===== config.mk =====
export PLATFORM = sky130hd
export DESIGN_NAME = instr_issue_unit
export DESIGN_NICKNAME = d
export VERILOG_FILES = /design/src/rtl/instr_issue_unit.sv
export SDC_FILE = /design/constraint.sdc
export NUM_CORES = 1
export LEC_CHECK = 0
export CAP_MARGIN = 15
export CORE_MARGIN = 10
export CORE_UTILIZATION = 34
export CTS_BUF_LIST = sky130_fd_sc_hd__clkbuf_2 sky130_fd_sc_hd__clkbuf_4 sky130_fd_sc_hd__clkbuf_8
export CTS_CLUSTER_DIAMETER = 80
export DETAILED_ROUTE_END_ITERATION = 12
export SYNTH_ARGS = -nofsm -noshare
export SYNTH_HDL_FRONTEND = slang
export SYNTH_SLANG_ARGS = --single-unit
export TNS_END_PERCENT = 50

===== constraint.sdc =====
create_clock -name clk -period 8.4 [get_ports clk]
set_input_delay 0.84 -clock clk [delete_from_list [all_inputs] [get_ports clk]]
set_output_delay 0.84 -clock clk [all_outputs]
set_load 0.01 [all_outputs]

===== src/rtl/instr_issue_unit.sv =====
// Three-stage issue/execute unit: ID decodes and reads operands, EX runs the ALU, WB writes a
// 4-entry register file. A RAW hazard against EX either stalls fetch via hold or is bypassed.
module instr_issue_unit #(
   parameter int DATA_W  = 8,
   parameter int FORWARD = 0,
   parameter int CNT_W   = 16
) (
   input  logic                  clk,
   input  logic                  reset_n,
   input  logic [19:0]           instruction,
   input  logic                  instr_valid,
   output logic                  hold,
   output logic                  wb_en,
   output logic [1:0]            wb_rd,
   output logic [DATA_W-1:0]     wb_data,
   output logic [4*DATA_W-1:0]   reg_dbg,
   output logic                  illegal,
   output logic [CNT_W-1:0]      stall_cnt,
   output logic [CNT_W-1:0]      retire_cnt
);

   localparam logic [2:0] OP_NOP = 3'd0;
   localparam logic [2:0] OP_ADD = 3'd1;
   localparam logic [2:0] OP_SUB = 3'd2;
   localparam logic [2:0] OP_RSV = 3'd3;
   localparam logic [2:0] OP_NOT = 3'd4;
   localparam logic [2:0] OP_XOR = 3'd5;
   localparam logic [2:0] OP_OR  = 3'd6;
   localparam logic [2:0] OP_AND = 3'd7;

   logic [2:0]        id_op;
   logic              id_imm_sel;
   logic [1:0]        id_rd, id_rs;
   logic [DATA_W-1:0] id_imm;
   logic              id_live, id_uses_rs, raw;
   logic              unused_fields;

   logic                   ex_vld_q, ex_vld_d;
   logic [2:0]             ex_op_q, ex_op_d;
   logic [1:0]             ex_rd_q, ex_rd_d;
   logic [DATA_W-1:0]      ex_a_q, ex_a_d, ex_b_q, ex_b_d;
   logic [DATA_W-1:0]      alu_res;
   logic                   wb_en_q, wb_en_d;
   logic [1:0]             wb_rd_q, wb_rd_d;
   logic [DATA_W-1:0]      wb_data_q, wb_data_d;
   logic [3:0][DATA_W-1:0] rf_q, rf_d, byp;
   logic                   illegal_q, illegal_d;
   logic [CNT_W-1:0]       stall_cnt_q, stall_cnt_d, retire_cnt_q, retire_cnt_d;

   assign id_op         = instruction[19:17];
   assign id_imm_sel    = instruction[16];
   assign id_rd         = instruction[9:8];
   assign id_rs         = instruction[1:0];
   assign id_imm        = DATA_W'($signed(instruction[7:0]));
   assign unused_fields = ^instruction[15:10];

   // Only real writers are captured into EX, so ex_vld_q alone marks a pending write of ex_rd_q.
   always_comb begin
      id_live    = instr_valid && (id_op != OP_NOP) && (id_op != OP_RSV);
      id_uses_rs = id_live && !id_imm_sel && (id_op != OP_NOT);
      raw        = id_live && ex_vld_q &&
                   ((ex_rd_q == id_rd) || (id_uses_rs && (ex_rd_q == id_rs)));
   end

   assign hold = (FORWARD == 0) ? raw : 1'b0;

   always_comb begin
      case (ex_op_q)
         OP_ADD:  alu_res = ex_a_q + ex_b_q;
         OP_SUB:  alu_res = ex_a_q - ex_b_q;
         OP_NOT:  alu_res = ~ex_a_q;
         OP_XOR:  alu_res = ex_a_q ^ ex_b_q;
         OP_OR:   alu_res = ex_a_q | ex_b_q;
         OP_AND:  alu_res = ex_a_q & ex_b_q;
         default: alu_res = ex_a_q;
      endcase
   end

   // Operand bypass: EX result (forwarding build only) beats WB write-through beats the array.
   always_comb begin
      for (int i = 0; i < 4; i++) begin
         byp[i] = rf_q[i];
         if (wb_en_q && (wb_rd_q == 2'(i)))
            byp[i] = wb_data_q;
         if ((FORWARD != 0) && ex_vld_q && (ex_rd_q == 2'(i)))
            byp[i] = alu_res;
      end
   end

   always_comb begin
      ex_vld_d  = id_live && !hold;
      ex_op_d   = id_op;
      ex_rd_d   = id_rd;
      ex_a_d    = byp[id_rd];
      ex_b_d    = id_imm_sel ? id_imm : byp[id_rs];
      wb_en_d   = ex_vld_q;
      wb_rd_d   = ex_rd_q;
      wb_data_d = alu_res;
      rf_d      = rf_q;
      if (wb_en_q)
         rf_d[wb_rd_q] = wb_data_q;
      illegal_d    = illegal_q || (instr_valid && (id_op == OP_RSV));
      stall_cnt_d  = stall_cnt_q;
      if (hold && !(&stall_cnt_q))
         stall_cnt_d = stall_cnt_q + CNT_W'(1);
      retire_cnt_d = retire_cnt_q;
      if (wb_en_q && !(&retire_cnt_q))
         retire_cnt_d = retire_cnt_q + CNT_W'(1);
   end

   always_ff @(posedge clk or negedge reset_n) begin
      if (!reset_n) begin
         ex_vld_q     <= 1'b0;
         ex_op_q      <= '0;
         ex_rd_q      <= '0;
         ex_a_q       <= '0;
         ex_b_q       <= '0;
         wb_en_q      <= 1'b0;
         wb_rd_q      <= '0;
         wb_data_q    <= '0;
         rf_q         <= '0;
         illegal_q    <= 1'b0;
         stall_cnt_q  <= '0;
         retire_cnt_q <= '0;
      end else begin
         ex_vld_q     <= ex_vld_d;
         ex_op_q      <= ex_op_d;
         ex_rd_q      <= ex_rd_d;
         ex_a_q       <= ex_a_d;
         ex_b_q       <= ex_b_d;
         wb_en_q      <= wb_en_d;
         wb_rd_q      <= wb_rd_d;
         wb_data_q    <= wb_data_d;
         rf_q         <= rf_d;
         illegal_q    <= illegal_d;
         stall_cnt_q  <= stall_cnt_d;
         retire_cnt_q <= retire_cnt_d;
      end
   end

   assign wb_en      = wb_en_q;
   assign wb_rd      = wb_rd_q;
   assign wb_data    = wb_data_q;
   assign reg_dbg    = rf_q;
   assign illegal    = illegal_q;
   assign stall_cnt  = stall_cnt_q;
   assign retire_cnt = retire_cnt_q;

endmodule

## Word level (Yosys, flattened, before mapping)

Index checks and enable logic that the tools add are counted.

- Register bits after elaboration: 98
- Latch bits: 0
- Memory bits (writable): 0
- Memory bits (read-only): 0
- Logic and storage cells: 80
- Memories: 0

- Add/subtract/negate cells: 4
- Multipliers: 0
- Divide/modulo/power cells: 0
- $lt $le $gt $ge: 4
- Equality and inequality tests: 14
- Shifts and indexed selects: 0
- Muxes and demuxes: 13
- Bitwise logic cells: 4
- Reductions and logical operators: 26

Operator list:

| cell | number |
|---|---|
| two-way mux 8 bit | 8 |
| case mux 8 bit (6 select lines) | 1 |
| adder 16 x 1 -> 16 bit, second input constant | 2 |
| binary-select mux 8 bit (select 2 bit) | 2 |
| bitwise mux 32 bit | 1 |
| AND reduction 16 bit | 2 |
| demux 8 bit (select 2 bit) | 1 |
| logical AND 1 bit | 16 |
| == test 3 bit, second input constant | 4 |
| < comparator 2 x 3 -> 1 bit, second input constant | 3 |
| adder 8 bit | 1 |
| bitwise AND 8 bit | 1 |
| inverter 8 bit | 1 |
| bitwise OR 8 bit | 1 |
| subtractor 8 bit | 1 |
| XOR 8 bit | 1 |
| == test 3 x 2 -> 1 bit, second input constant | 2 |
| == test 2 bit | 2 |
| == test 2 bit, second input constant | 2 |
| logical NOT 1 bit | 4 |
| == test 3 x 1 -> 1 bit, second input constant | 1 |
| inequality test 3 x 2 -> 1 bit, second input constant | 1 |
| inequality test 3 bit, second input constant | 1 |
| nonzero test 3 bit | 1 |
| other kinds (4) | 5 |

## Logic depth before layout (Yosys ltp)

Gate-level depths: netlist of run 1.

- Depth in word-level cells: 10
- Depth in mapped cells: 12
- Gate-level depth less buffers: 11

## Least setup slack after synthesis of run 1

Ideal clock, no wire load.

- Kind: reg-to-reg
- Start: register ex_op_q[0]
- End: register wb_data_q[6], in the netlist wb_data[6]
- Arrival time: 2.677 ns
- Required time: 8.323 ns
- Path slack: 5.645 ns
- Stages on the path, launching flop included: 12
- Buffers on the path: 1
- Clock period less this slack: 2.755 ns
- Cells stage by stage: dfrtp_1 -> clkbuf_1 -> nand2b_1 -> nor2_1 -> mux2_2 -> fa_1 -> nor2b_1 -> o21ai_0 -> a21boi_0 -> o21ai_0 -> mux2_2 -> a21oi_1

- Cells in the longest elaborated chain, start to end: 2

RTL lines:

| what | RTL line | source |
|---|---|---|
| start, declared | 39 | `logic [2:0] ex_op_q, ex_op_d;` |
| start signal, assigned | 127 | `ex_op_q <= ex_op_d;` |
| == test 3 bit, or another cell as far along | 68 | `case (ex_op_q)` |
| case mux 8 bit (6 select lines) * | 68 |  |
| named net alu_res[6] | 42 | `logic [DATA_W-1:0] alu_res;` |
| end signal, assigned | 133 | `wb_data_q <= wb_data_d;` |
| end, declared | 45 | `logic [DATA_W-1:0] wb_data_q, wb_data_d;` |

Mark *: on every way through the listed nets, which the timed path passes. The rest lies on a longest branch.
A chain may end at the register's enable or synchronous reset.

## Final worst setup path of run 1

- Start: input port instruction[1]
- End: output port hold

- Cells in the longest elaborated chain, start to end: 4

RTL lines:

| what | RTL line | source |
|---|---|---|
| start, declared | 10 | `input logic [19:0] instruction,` |
| == test 2 bit | 62 | `((ex_rd_q == id_rd) \|\| (id_uses_rs && (ex_rd_q == id_rs)));` |
| logical AND 1 bit | 62 |  |
| logical OR 1 bit | 62 |  |
| logical AND 1 bit | 61 | `raw = id_live && ex_vld_q &&` |
| end, declared | 12 | `output logic hold,` |

Every way passes these cells.

==> results of run 1 <==
==> flip-flops by register name, summed over array words and instances (netlist names) <==
| name | cells |
|---|---|
| reg_dbg | 32 |
| retire_cnt | 16 |
| stall_cnt | 16 |
| ex_a_q | 8 |
| ex_b_q | 8 |
| wb_data | 8 |
| ex_op_q | 3 |
| ex_rd_q | 2 |
| wb_rd | 2 |
| ex_vld_q | 1 |
| illegal | 1 |
| wb_en | 1 |
==> cell usage after synthesis (4+ instances only) <==
cell type and count:
nor2b_1 5, nand2_1 26, a211oi_1 5, mux4_2 18
and3_1 6, nor3_1 9, xnor2_1 29, clkbuf_1 11
nor2_1 24, nand4_1 11, o21ai_0 17, mux2_4 5
and2_1 4, inv_1 36, a21oi_1 15, xor2_1 14
mux2i_1 6, mux2_2 39, a31oi_1 8, nand3_1 13
nand2b_1 5, ha_1 26, dfrtp_1 98
==> through the flow <==
stage	total power [mW]	hold WS [ns]
after global placement	1.72	0.364
after detailed placement	1.74	0.369
after CTS	2.06	0.311
after global routing	2.18	0.316
final	2.03	0.332
after floorplan	1.33	0.354
==> per-layer routing <==
metal  part of all wire (%)  track usage, %  vias up  wire [um]
li1                       -               -     1818          -
met1                     43            15.1     1890       5780
met2                     50            21.2       78       6660
met3                    6.8            4.28        7        908
met4                   0.69            2.98        0         93
met5                      0               0        -          0
==> final timing paths <==
path	to	slack, ns	cells after the start
hold reg to reg	wb_en	0.40	0
min in group clk	wb_en	0.40	0
hold / removal	stall_cnt[15]	0.33	1
setup reg to reg	wb_data[6]	4.97	10
max in group asynchronous	ex_a_q[4]	6.80	2
setup / recovery	hold	4.18	5
==> cell type report <==
type                            instances  area, um^2  area share [%]
Timing Repair Buffer                   95         943            14.1
Clock inverter                          5        56.3           0.843
Inverter                               36         135            2.02
Multi-Input combinational cell        316        2700            40.4
Clock buffer                           10         131            1.97
Sequential cell                        98        2450            36.7
Tap cell                              211         264            3.95
==> cell families after synthesis <==
logic type / count (synthesis) / synth area share [%]
DFF: 98 / 45.7
xor gates and xnor gates: 43 / 7.01
muxes: 68 / 18.2
buffers and inverters: 54 / 4.10
adders and majority gates: 27 / 6.43
AOI/OAI and AO/OA: 65 / 7.83
and+or+nand+nor: 113 / 10.7
==> power by group through the flow <==
stage	Sequential [mW]	Clock [mW]	Combinational [mW]
5_1_grt	0.802	0.332	1.05
2_1_floorplan	0.797	0	0.530
4_1_cts	0.779	0.313	0.968
6_report	0.777	0.299	0.952
3_3_place_gp	0.781	0	0.940
3_5_place_dp	0.784	0	0.959
==> results.json, run 1 <==
{
  "clockBufferDepth": 2,
  "pwr-share-clk_pct": 14.7,
  "layout.cells.non_filler": 771,
  "htree_levels": 3,
  "n_fill_cell": 1448,
  "layout_common_cells": "dfrtp_1 (98), clkdlybuf4s50_1 (92), mux2_2 (39)",
  "initial_core_util_pct": 35.1,
  "placed_area_mm2": 0.00649,
  "startpoint": "instruction[1]",
  "path_delay_family": "buffers and inverters",
  "drtIter0Drc": 202,
  "max_freq_mhz": 237,
  "firstDrtPassIters": 4,
  "outcome": "completed",
  "crit_top_cell": "clkdlybuf4s50_1",
  "synthTopCellsByArea": "dfrtp_1 (46%), mux2_2 (8.2%), mux4_2 (7.6%)",
  "place.gp.congestion": 0.903,
  "synth_top_area_share_pct": 45.7,
  "clock-skew-final_ns": 0.0114,
  "ir_drop_mv": 0.137,
  "rsz0062_at_grt": "no",
  "ioPinCount": 100,
  "cts.clk_slew.worst_paths_ns": 0.09,
  "cp_data_required_time_ns": 7.56,
  "cp_max_fo": 12,
  "grt_max_degree": 83,
  "antenna_left": 0,
  "crit_type": "primary input to primary output",
  "pwr-share-comb_pct": 47.0,
  "powerDensity_mw_per_mm2": 304,
  "totalWireLength_mm": 13.4,
  "dp_slack_ns": 4.18,
  "final_common_cell": "dfrtp_1",
  "hpwl_mm": 9.84,
  "avgViaCountPerCell": 4.92,
  "tritoncts": "yes",
  "crit_path_end_kind": "primary output",
  "clock_sinks": 98,
  "pwr-share-seq_pct": 38.3,
  "finalHoldViolCount": 0,
  "synth_largest_area_cell": "dfrtp_1",
  "intPower_mw": 1.30,
  "async_reset_ff_share_pct": 100,
  "fin_util_pct": 43.6,
  "syn_nets": 518,
  "seq_area_frac_synth_pct": 45.7,
  "maxCapViolCount": 0,
  "ys_seq_elements": 98,
  "coreArea_mm2": 0.0153,
  "areaGrowthSynthToFinish_pct": 24.4,
  "hold_class": "primary input to async pin",
  "dieArea_mm2": 0.0212,
  "clk-insertion-delay-late_ns": 0.36,
  "synth_edf_count": 0,
  "synthFlopType": "dfrtp_1",
  "grt-ovfl-total": 0,
  "fin_ws_ns": 4.18,
  "min_period_over_period_pct": 50.3,
  "nets": 606,
  "slowest_delay_ns": 0.80,
  "synth_cell_types": 49,
  "worstMarginPinSlew_ns": 1.01,
  "cts_buffers": 9,
  "antenna_cells": 0,
  "critPathBufInv": 2,
  "grtUsageTotal_pct": 12.6,
  "grt_pass1_vias": 4031,
  "grt_antenna_before_repair": 0,
  "grt_pass1_wl_mm": 21.8,
  "layout-drive-gt1-share_pct": 15.4,
  "synth.avg_cell_area_um2": 11.5,
  "stdcell_area_mm2": 0.00668,
  "r2r-start": "ex_op_q[1]",
  "cp-start-kind": "primary input",
  "rows": 45,
  "io_buffer_count": 93,
  "ys_warn_count": 0,
  "postCtsHoldBufs": 0,
  "drc": 0,
  "wl_per_cell_um": 17.4,
  "root_buffer": "clkbuf_8",
  "period_needed_ns": 4.22,
  "cts.repair.resized": 0,
  "cpMaxStageDelayCell": "clkdlybuf4s50_1",
  "total_leakage_power_nw": 2.87,
  "max-slew-margin-rel_pct": 32.7,
  "p_sw_uw": 728,
  "finalSetupTns_ns": 0,
  "setup_viol": 0,
  "vias": 3793,
  "switching_share_pct": 35.9,
  "placed_cells": 756,
  "syn_area_mm2": 0.00537,
  "crit_chain": "clkdlybuf4s50_1 > xor2_1 > a2111o_1 > a211oi_4 > clkdlybuf4s50_1",
  "worstPathArrival_ns": 3.38,
  "syn_inst": 468,
  "die_h_um": 146,
  "die_x_um": 146,
  "finalMaxSlewViolations": 0,
  "cts_setup_buffers": 0
}
Power figures use the tool's default switching activity.
==> run 2, diff against run 1 <==
==> constraint.sdc (replaced) <==
create_clock -name clk -period 3.4 [get_ports clk]
set_input_delay 0.34 -clock clk [delete_from_list [all_inputs] [get_ports clk]]
set_output_delay 0.34 -clock clk [all_outputs]
set_load 0.01 [all_outputs]
==> run 2 against run 1 <==
First-iteration DRC count down 21%. Sequential power increased by 150%. Non-clock buffer count up 12. Critical path type unchanged. Critical endpoint unchanged.
==> results.json, run 2 (synthesis gave the netlist of run 1 again) <==
{
  "drtIter0Drc": 159,
  "grt_max_degree": 48,
  "wl_per_cell_um": 17.5,
  "pwr-share-clk_pct": 15.3,
  "rsz0062_at_grt": "no",
  "seq_area_mm2": 0.00245,
  "grt_pass1_wl_mm": 22.5,
  "finalMaxSlewViolations": 0,
  "startpoint": "instruction[17]",
  "htree_levels": 3,
  "worstPathArrival_ns": 2.43,
  "setup_viol": 0,
  "nets": 618,
  "cp_max_fo": 6,
  "finalHoldViolCount": 0,
  "io_buffer_count": 93,
  "grt_pass1_vias": 4174,
  "stdcell_area_mm2": 0.00678,
  "cts_buffers": 9,
  "postCtsHoldBufs": 1,
  "die_h_um": 146,
  "max-slew-margin-rel_pct": 42.1,
  "initial_core_util_pct": 35.1,
  "rows": 45,
  "max_freq_mhz": 361,
  "antenna_cells": 0,
  "firstDrtPassIters": 4,
  "clockBufferDepth": 2,
  "placed_area_mm2": 0.00657,
  "r2r-start": "ex_op_q[0]",
  "layout-drive-gt1-share_pct": 17.1,
  "intPower_mw": 3.22,
  "final_common_cell": "dfrtp_1",
  "finalSetupTns_ns": 0,
  "min_from": "ex_vld_q",
  "layout_common_cells": "dfrtp_1 (98), clkdlybuf4s50_1 (92), mux2_2 (39)",
  "largest_reg_flops": 32,
  "die_x_um": 146,
  "maxCapViolCount": 0,
  "worstMarginPinSlew_ns": 0.847,
  "tritoncts": "yes",
  "drc": 0,
  "grt_antenna_before_repair": 0,
  "dieArea_mm2": 0.0212,
  "p_sw_mw": 1.83,
  "r2r_slack_ns": 0.67,
  "ioPinCount": 100,
  "n_fill_cell": 1469,
  "total_leakage_power_nw": 2.93,
  "clock_sinks": 98,
  "cts.repair.resized": 0,
  "period_needed_ns": 2.77,
  "pwr-share-comb_pct": 47.0,
  "cp_data_required_time_ns": 3.06,
  "cts.clk_slew.worst_paths_ns": 0.10,
  "place.gp.congestion": 0.882,
  "clock-skew-final_ns": 0.00935,
  "avgViaCountPerCell": 5.02,
  "clk-insertion-delay-late_ns": 0.36,
  "grt-ovfl-total": 0,
  "crit_type": "primary input to primary output",
  "outcome": "completed",
  "grtUsageTotal_pct": 13.0,
  "antenna_left": 0,
  "switching_share_pct": 36.3,
  "ir_drop_mv": 0.350,
  "hpwl_mm": 10.2,
  "crit_path_end_kind": "primary output",
  "cts_setup_buffers": 0,
  "cp-start-kind": "primary input",
  "coreArea_mm2": 0.0153,
  "pwr-share-seq_pct": 37.8,
  "root_buffer": "clkbuf_8",
  "vias": 3935,
  "areaGrowthSynthToFinish_pct": 26.4,
  "totalWireLength_mm": 13.7,
  "powerDensity_mw_per_mm2": 745,
  "multi_input_area_mm2": 0.00270,
  "min_period_over_period_pct": 81.4,
  "hold_class": "flip-flop to flip-flop",
  "whs_ns": 0.399
}
run 2: area by class of cell:
type,instances,share of cell area [%]
Clock buffer,9,1.83
Clock inverter,7,1.13
Inverter,36,1.99
Multi-Input combinational cell,316,39.7
Sequential cell,98,36.1
Tap cell,211,3.89
Timing Repair Buffer,107,15.3
run 2: worst paths after layout:
kind | end | cells after the start
setup / recovery | hold | 5
hold / removal | wb_en | 0
setup reg to reg | wb_data[6] | 10
hold reg to reg | wb_en | 0
max in group asynchronous | wb_rd[0] | 3
min in group asynchronous | stall_cnt[8] | 2
run 2: through the flow:
stage	cells	power, mW	util [%]	setup WS, ns
floorplan	468	3.28	-	0.645
global placement	767	4.26	42.9	0.675
detailed placement	767	4.32	42.9	0.646
CTS	784	5.12	44.3	0.645
global route	784	5.44	44.3	0.332
finish	784	5.05	44.3	0.633
run 2: routing by layer:
layer  track usage [%]  share of wire [%]
met3              4.69                6.8
met4              2.98                1.1
met1              15.2                 42
met5                 0                  0
met2              22.2                 50
run 2: worst max-delay path, stage by stage:
cell,delay [ns]
clkdlybuf4s50_1,0.57
nor2_1,0.07
a2111o_1,0.48
a211oi_4,0.36
clkdlybuf4s50_1,0.61
run 2: power groups by stage:
stage | clock network, mW | registers (mW) | logic, mW
2_1_floorplan | 0 | 1.97 | 1.31
3_3_place_gp | 0 | 1.92 | 2.35
3_5_place_dp | 0 | 1.93 | 2.39
4_1_cts | 0.798 | 1.91 | 2.41
5_1_grt | 0.846 | 1.97 | 2.62
6_report | 0.771 | 1.91 | 2.37
==> run 3, diff against run 2 <==
==> constraint.sdc (replaced) <==
create_clock -name clk -period 2.8 [get_ports clk]
set_input_delay 0.28 -clock clk [delete_from_list [all_inputs] [get_ports clk]]
set_output_delay 0.28 -clock clk [all_outputs]
set_load 0.01 [all_outputs]
==> run 3 against run 2 <==
Critical path depth increased by 5. Cell area increased by 0.94%. Flip-flop and latch count unchanged. Hold slack got worse by 0.0035 ns. Total power increased by 22%. Sequential power increased by 21%. Sequential share of layout area decreased by 0.34 points. Clock power increased by 21%. Combinational power increased by 23%. Core utilization increased by 0.42 points. Routed wire length increased by 1.2%. Via count increased by 0.74%.
==> results.json, run 3 (synthesis gave the netlist of run 1 again) <==
{
  "outcome": "completed",
  "holdPathStages": 0,
  "worstPathArrival_ns": 2.85,
  "rsz0062_at_grt": "no",
  "clock_sinks": 98,
  "ir_drop_mv": 0.489,
  "r2r_end": "wb_data[6]",
  "maxCapViolCount": 0,
  "period_needed_ns": 2.55,
  "finalMaxSlewViolations": 0,
  "grt_pass1_vias": 4268,
  "r2r-start": "ex_op_q[0]",
  "areaGrowthSynthToFinish_pct": 27.5,
  "crit_top_cell": "mux2_2",
  "crit_type": "flip-flop to flip-flop",
  "hold_end": "wb_en",
  "coreArea_mm2": 0.0153,
  "critPathBufInv": 0,
  "grt-ovfl-total": 0,
  "cp_max_fo": 3,
  "drtIter0Drc": 191,
  "vias": 3964,
  "seq_area_mm2": 0.00245,
  "path_delay_family": "multiplexers",
  "finalSetupTns_ns": 0,
  "nets": 625,
  "stdcell_area_mm2": 0.00685,
  "io_buffer_count": 93,
  "grt_antenna_before_repair": 0,
  "ff2ff_path_depth": 10,
  "cp_data_required_time_ns": 3.10,
  "min_period_over_period_pct": 90.9,
  "antenna_cells": 0,
  "r2r_slack_ns": 0.25,
  "cpMaxStageDelayCell": "fa_1",
  "die_x_um": 146,
  "rows": 45,
  "crit_chain": "nand2b_1 > nor2_1 > mux2_2 > fa_1 > nor2b_1 > o21ai_1 > a21boi_1 > o21ai_0 > mux2_2 > a21oi_1",
  "cp-start-kind": "flip-flop",
  "layout_common_cells": "dfrtp_1 (98), clkdlybuf4s50_1 (92), mux2_2 (39)",
  "hpwl_mm": 10.4,
  "grt_pass1_wl_mm": 22.8,
  "worstMarginPinSlew_ns": 0.794,
  "clockBufferDepth": 2,
  "slowest_delay_ns": 0.41,
  "grtUsageTotal_pct": 13.3,
  "die_h_um": 146,
  "antenna_left": 0,
  "root_buffer": "clkbuf_8",
  "setup_viol": 0,
  "powerDensity_mw_per_mm2": 901,
  "drc": 0,
  "place.gp.congestion": 0.870,
  "dieArea_mm2": 0.0212,
  "tritoncts": "yes",
  "grt_max_degree": 52,
  "final_common_cell": "dfrtp_1",
  "totalWireLength_mm": 13.9,
  "htree_levels": 3,
  "cts_buffers": 9,
  "n_fill_cell": 1457,
  "avgViaCountPerCell": 5.01,
  "total_leakage_power_nw": 2.98,
  "ioPinCount": 100,
  "max_freq_mhz": 393,
  "clk-insertion-delay-late_ns": 0.38,
  "placed_area_mm2": 0.00664,
  "largest_reg_flops": 32,
  "layout-drive-gt1-share_pct": 18.1,
  "firstDrtPassIters": 4,
  "wl_per_cell_um": 17.5,
  "cts.clk_slew.worst_paths_ns": 0.09,
  "initial_core_util_pct": 35.1,
  "finalHoldViolCount": 0,
  "multi_input_area_mm2": 0.00270,
  "worst-path-stages": 10,
  "max-slew-margin-rel_pct": 46.9,
  "cts_setup_buffers": 0,
  "crit_path_end_kind": "flip-flop",
  "hold_class": "flip-flop to flip-flop",
  "min_from": "ex_vld_q",
  "clock-skew-final_ns": 0.0122
}
## run 3: changes by cell type in the layout (fill, tap and decap cells not counted), sizes merged
cell      change
buf           +7
clkinv        +2
clkinvlp      -2
inv           -2
clkbuf        +2
## run 3: how the worst max path moves through the flow
| stage | from | endpoint |
|---|---|---|
| after detailed placement | ex_op_q[0] | wb_data[6] |
| final | ex_op_q[0] | wb_data[6] |
| after global placement | ex_op_q[0] | wb_data[6] |
| after floorplan | ex_op_q[0] | wb_data[6] |
| after CTS | ex_op_q[0] | wb_data[6] |
| after global routing | ex_op_q[0] | wb_data[6] |
## run 3: area by class of cell
| cell class | count | area share, % |
|---|---|---|
| Multi-Input combinational cell | 316 | 39.4 |
| Sequential cell | 98 | 35.8 |
| Timing Repair Buffer | 114 | 16.1 |
| Tap cell | 211 | 3.86 |
| Clock buffer | 11 | 2.12 |
| Inverter | 36 | 1.97 |
| Clock inverter | 5 | 0.786 |
## run 3: what timing repair did
item | in CTS | in global routing
hold buffers | 1 | 0
gates resized for setup | 0 | 2
endpoints found under the setup margin | 0 | 1
endpoints found under the hold margin | 47 | 0
## run 3: per-stage QoR
| step | util, % | power, mW | std cells | hold slack (ns) | setup WS, ns |
|---|---|---|---|---|---|
| 2_1_floorplan | - | 3.98 | 468 | -0.0156 | 0.0453 |
| 3_3_place_gp | 43.3 | 5.19 | 774 | 0.334 | 0.215 |
| 3_5_place_dp | 43.3 | 5.28 | 774 | 0.346 | 0.178 |
| 4_1_cts | 44.7 | 6.24 | 791 | 0.399 | 0.153 |
| 5_1_grt | 44.7 | 6.64 | 791 | 0.414 | 0.0523 |
| 6_report | 44.7 | 6.17 | 791 | 0.396 | 0.254 |
## run 3: routing by layer
metal  global-route usage (%)  up-vias  wire [um]
met5                        0        -          0
met2                     22.6       92       6900
li1                         -     1863          -
met1                     15.0     1990       5840
met3                     4.94       19        906
met4                     4.35        0        231
## run 3: where the power goes
group | internal (mW) | switching (mW)
registers | 1.86 | 0.461
clock network | 0.445 | 0.489
logic | 1.64 | 1.27
total | 3.95 | 2.22
## run 3: worst reg2reg max path: cells and delay by family, from the launching register on
family / cells / cell delay, ns
multiplexers: 2 / 0.66
AND/OR/NAND/NOR: 3 / 0.50
flip-flops: 1 / 0.38
adder cells (fa/ha/maj): 1 / 0.41
AO/OA/AOI/OAI: 4 / 0.54
==> patch, RTL diff (settings of run 1) <==
`DATA_W`: 8 -> 7.
--- a/src/rtl/instr_issue_unit.sv
+++ b/src/rtl/instr_issue_unit.sv
@@ -1,7 +1,7 @@
 // Three-stage issue/execute unit: ID decodes and reads operands, EX runs the ALU, WB writes a
 // 4-entry register file. A RAW hazard against EX either stalls fetch via hold or is bypassed.
 module instr_issue_unit #(
-   parameter int DATA_W  = 8,
+   parameter int DATA_W  = 7,
    parameter int FORWARD = 0,
    parameter int CNT_W   = 16
 ) (
Interface: changed (resized reg_dbg and wb_data); port bits go from 100 to 95. No check against the original RTL was run, so the function may have changed too.
==> patch against run 1 <==
  * Non-clock buffer count is 5 lower
  * Routed wire length is 5.8% lower
  * Count of clock-buffer cells in the layout is 2 higher
  * Hold slack better by 0.062 ns
  * Clock power is 12% higher
  * Worst setup slack worse by 0.28 ns
  * Cell area is 7.0% lower
  * Sequential cell count is 7 lower
  * Total power is 6.6% lower
  * Utilization is 0.54 points lower
  * Register-to-register slack better by 0.45 ns
  * First-iteration DRC count is 3.5% lower
  * Area after synthesis is 7.7% lower
  * Critical path depth stayed put
==> patch: results (changes against run 1) <==
Final Skew 0.0135 ns (was 0.0114 ns); initial antenna violation count 0 (unchanged); GP Congestion 0.868 (was 0.903); sequential cell area fraction in the yosys report 46.0% (was 45.7%); Slew headroom 44.5% (was 32.7%); CP Max Fanout 17 (was 12); gr usage total 13.0% (was 12.6%); initial detailed-routing violation count 195 (was 202); port bufs 87 (was 93); HPWL Detailed 9290 microns (was 9840 microns); arrival time worst endpoint 3.67 ns (was 3.38 ns); cell count after synthesis 423 (was 468); Yosys cell types 61 (was 49); Clock transition at path regs 0.10 ns; total number of vias 3627 (was 3793); number of flip-flops in the largest register 28 (was 32); share of layout cells above drive strength 1 13.0% (was 15.4%); asr flop ratio synth 100% (unchanged); placed cell count 683 (was 756); H-tree depth 3 (unchanged); # fillers 1422 (was 1448); placed cell area 0.00599 sq mm (was 0.00649 sq mm); CTS Buf Count 9 (unchanged); first-pass GRT wire length 20800 microns (was 21800 microns); Max clock buf depth 2 (unchanged); Synth area leaders dfrtp_1 (46%), mux4_2 (5.9%), ha_1 (5.8%) (was dfrtp_1 (46%), mux2_2 (8.2%), mux4_2 (7.6%)); leakage dissipation 0.00268 uW (was 0.00287 uW); Synth Warn # 0 (unchanged); commonest cells in the netlist dfrtp_1 (91), xnor2_1 (26), nand2_1 (25) (was dfrtp_1 (98), mux2_2 (39), inv_1 (36)); ant diodes 0 (unchanged); Pre-antenna DRT Iters 4 (unchanged); Root Driver clkbuf_8 (unchanged); Peak supply drop 0.138 mV (was 0.137 mV); Post-CTS Setup Inserts 0 (unchanged); non-filler cells in the finished layout 699 (was 771); clk_lat worst skew 0.36 ns (about the same); HP Class reg2reg (was in2async); # resized after CTS 0 (unchanged); setup TNS 0 ns (unchanged); largest net degree at the start of global routing 57 (was 83); final net count 557 (was 606); post-DR wirelength/cell 18.1 microns (was 17.4 microns); number of global-route vias before repair 3832 (was 4031); run status finished clean (unchanged); Synth Net Count 470 (was 518)
patch: routing by layer:
metal	global-route usage, %	share of wire, %
met1	15.3	42
met2	21.6	49
met3	4.57	7.4
met4	3.97	1.5
met5	0	0
patch: area by class of cell:
class	count	area, sq um	area share (%)
multi-input combinational	295	2510	40.3
sequential	91	2280	36.7
timing repair buffer	90	891	14.3
tap	184	230	3.71
clock buffer	12	146	2.36
inverter	23	86.3	1.39
clock inverter	4	75.1	1.21
patch: where the power goes:
part	switching, uW	total [uW]	internal, uW	leakage (uW)
logic	366	845	480	0.00144
clock network	156	334	178	0.000107
registers	140	714	574	0.00113
patch: worst paths after layout:
path / endpoint / from / cells past startpoint / slack, ns
worst max-delay path: hold / instruction[0] / 5 / 3.89
worst min-delay path: wb_en / ex_vld_q / 0 / 0.39
worst max register to register: wb_data[5] / ex_op_q[1] / 8 / 5.42
worst min register to register: wb_en / ex_vld_q / 0 / 0.39
max in group asynchronous: stall_cnt[6] / reset_n / 2 / 6.88
min in group asynchronous: retire_cnt[11] / reset_n / 1 / 0.42
patch: cells by family (layout without fill, tap and decap cells):
logic type | Yosys count | in the layout | synth area share [%]
buf+inv | 37 | 129 | 3.44
fa+ha+maj | 24 | 24 | 6.21
flops | 91 | 91 | 46.0
simple gates | 114 | 114 | 12.6
compound gates | 60 | 60 | 8.06
mux | 57 | 57 | 16.6
xor+xnor | 40 | 40 | 7.07
patch: through the flow:
| step | util [%] | hold slack [ns] | total power, uW | worst slack [ns] |
|---|---|---|---|---|
| after global placement | 41.5 | 0.397 | 1550 | 3.91 |
| after CTS | 43.1 | 0.408 | 1920 | 3.89 |
| after detailed placement | 41.5 | 0.389 | 1580 | 3.90 |
| after floorplan | - | 0.374 | 1200 | 5.71 |
| after global routing | 43.1 | 0.422 | 2040 | 3.71 |
| final | 43.1 | 0.394 | 1890 | 3.89 |
patch: worst max-delay path: stages:
cell	delay (ns)
clkdlybuf4s50_1	0.84
xor2_1	0.34
a2111o_1	0.34
a21oi_2	0.61
clkdlybuf4s50_1	0.68
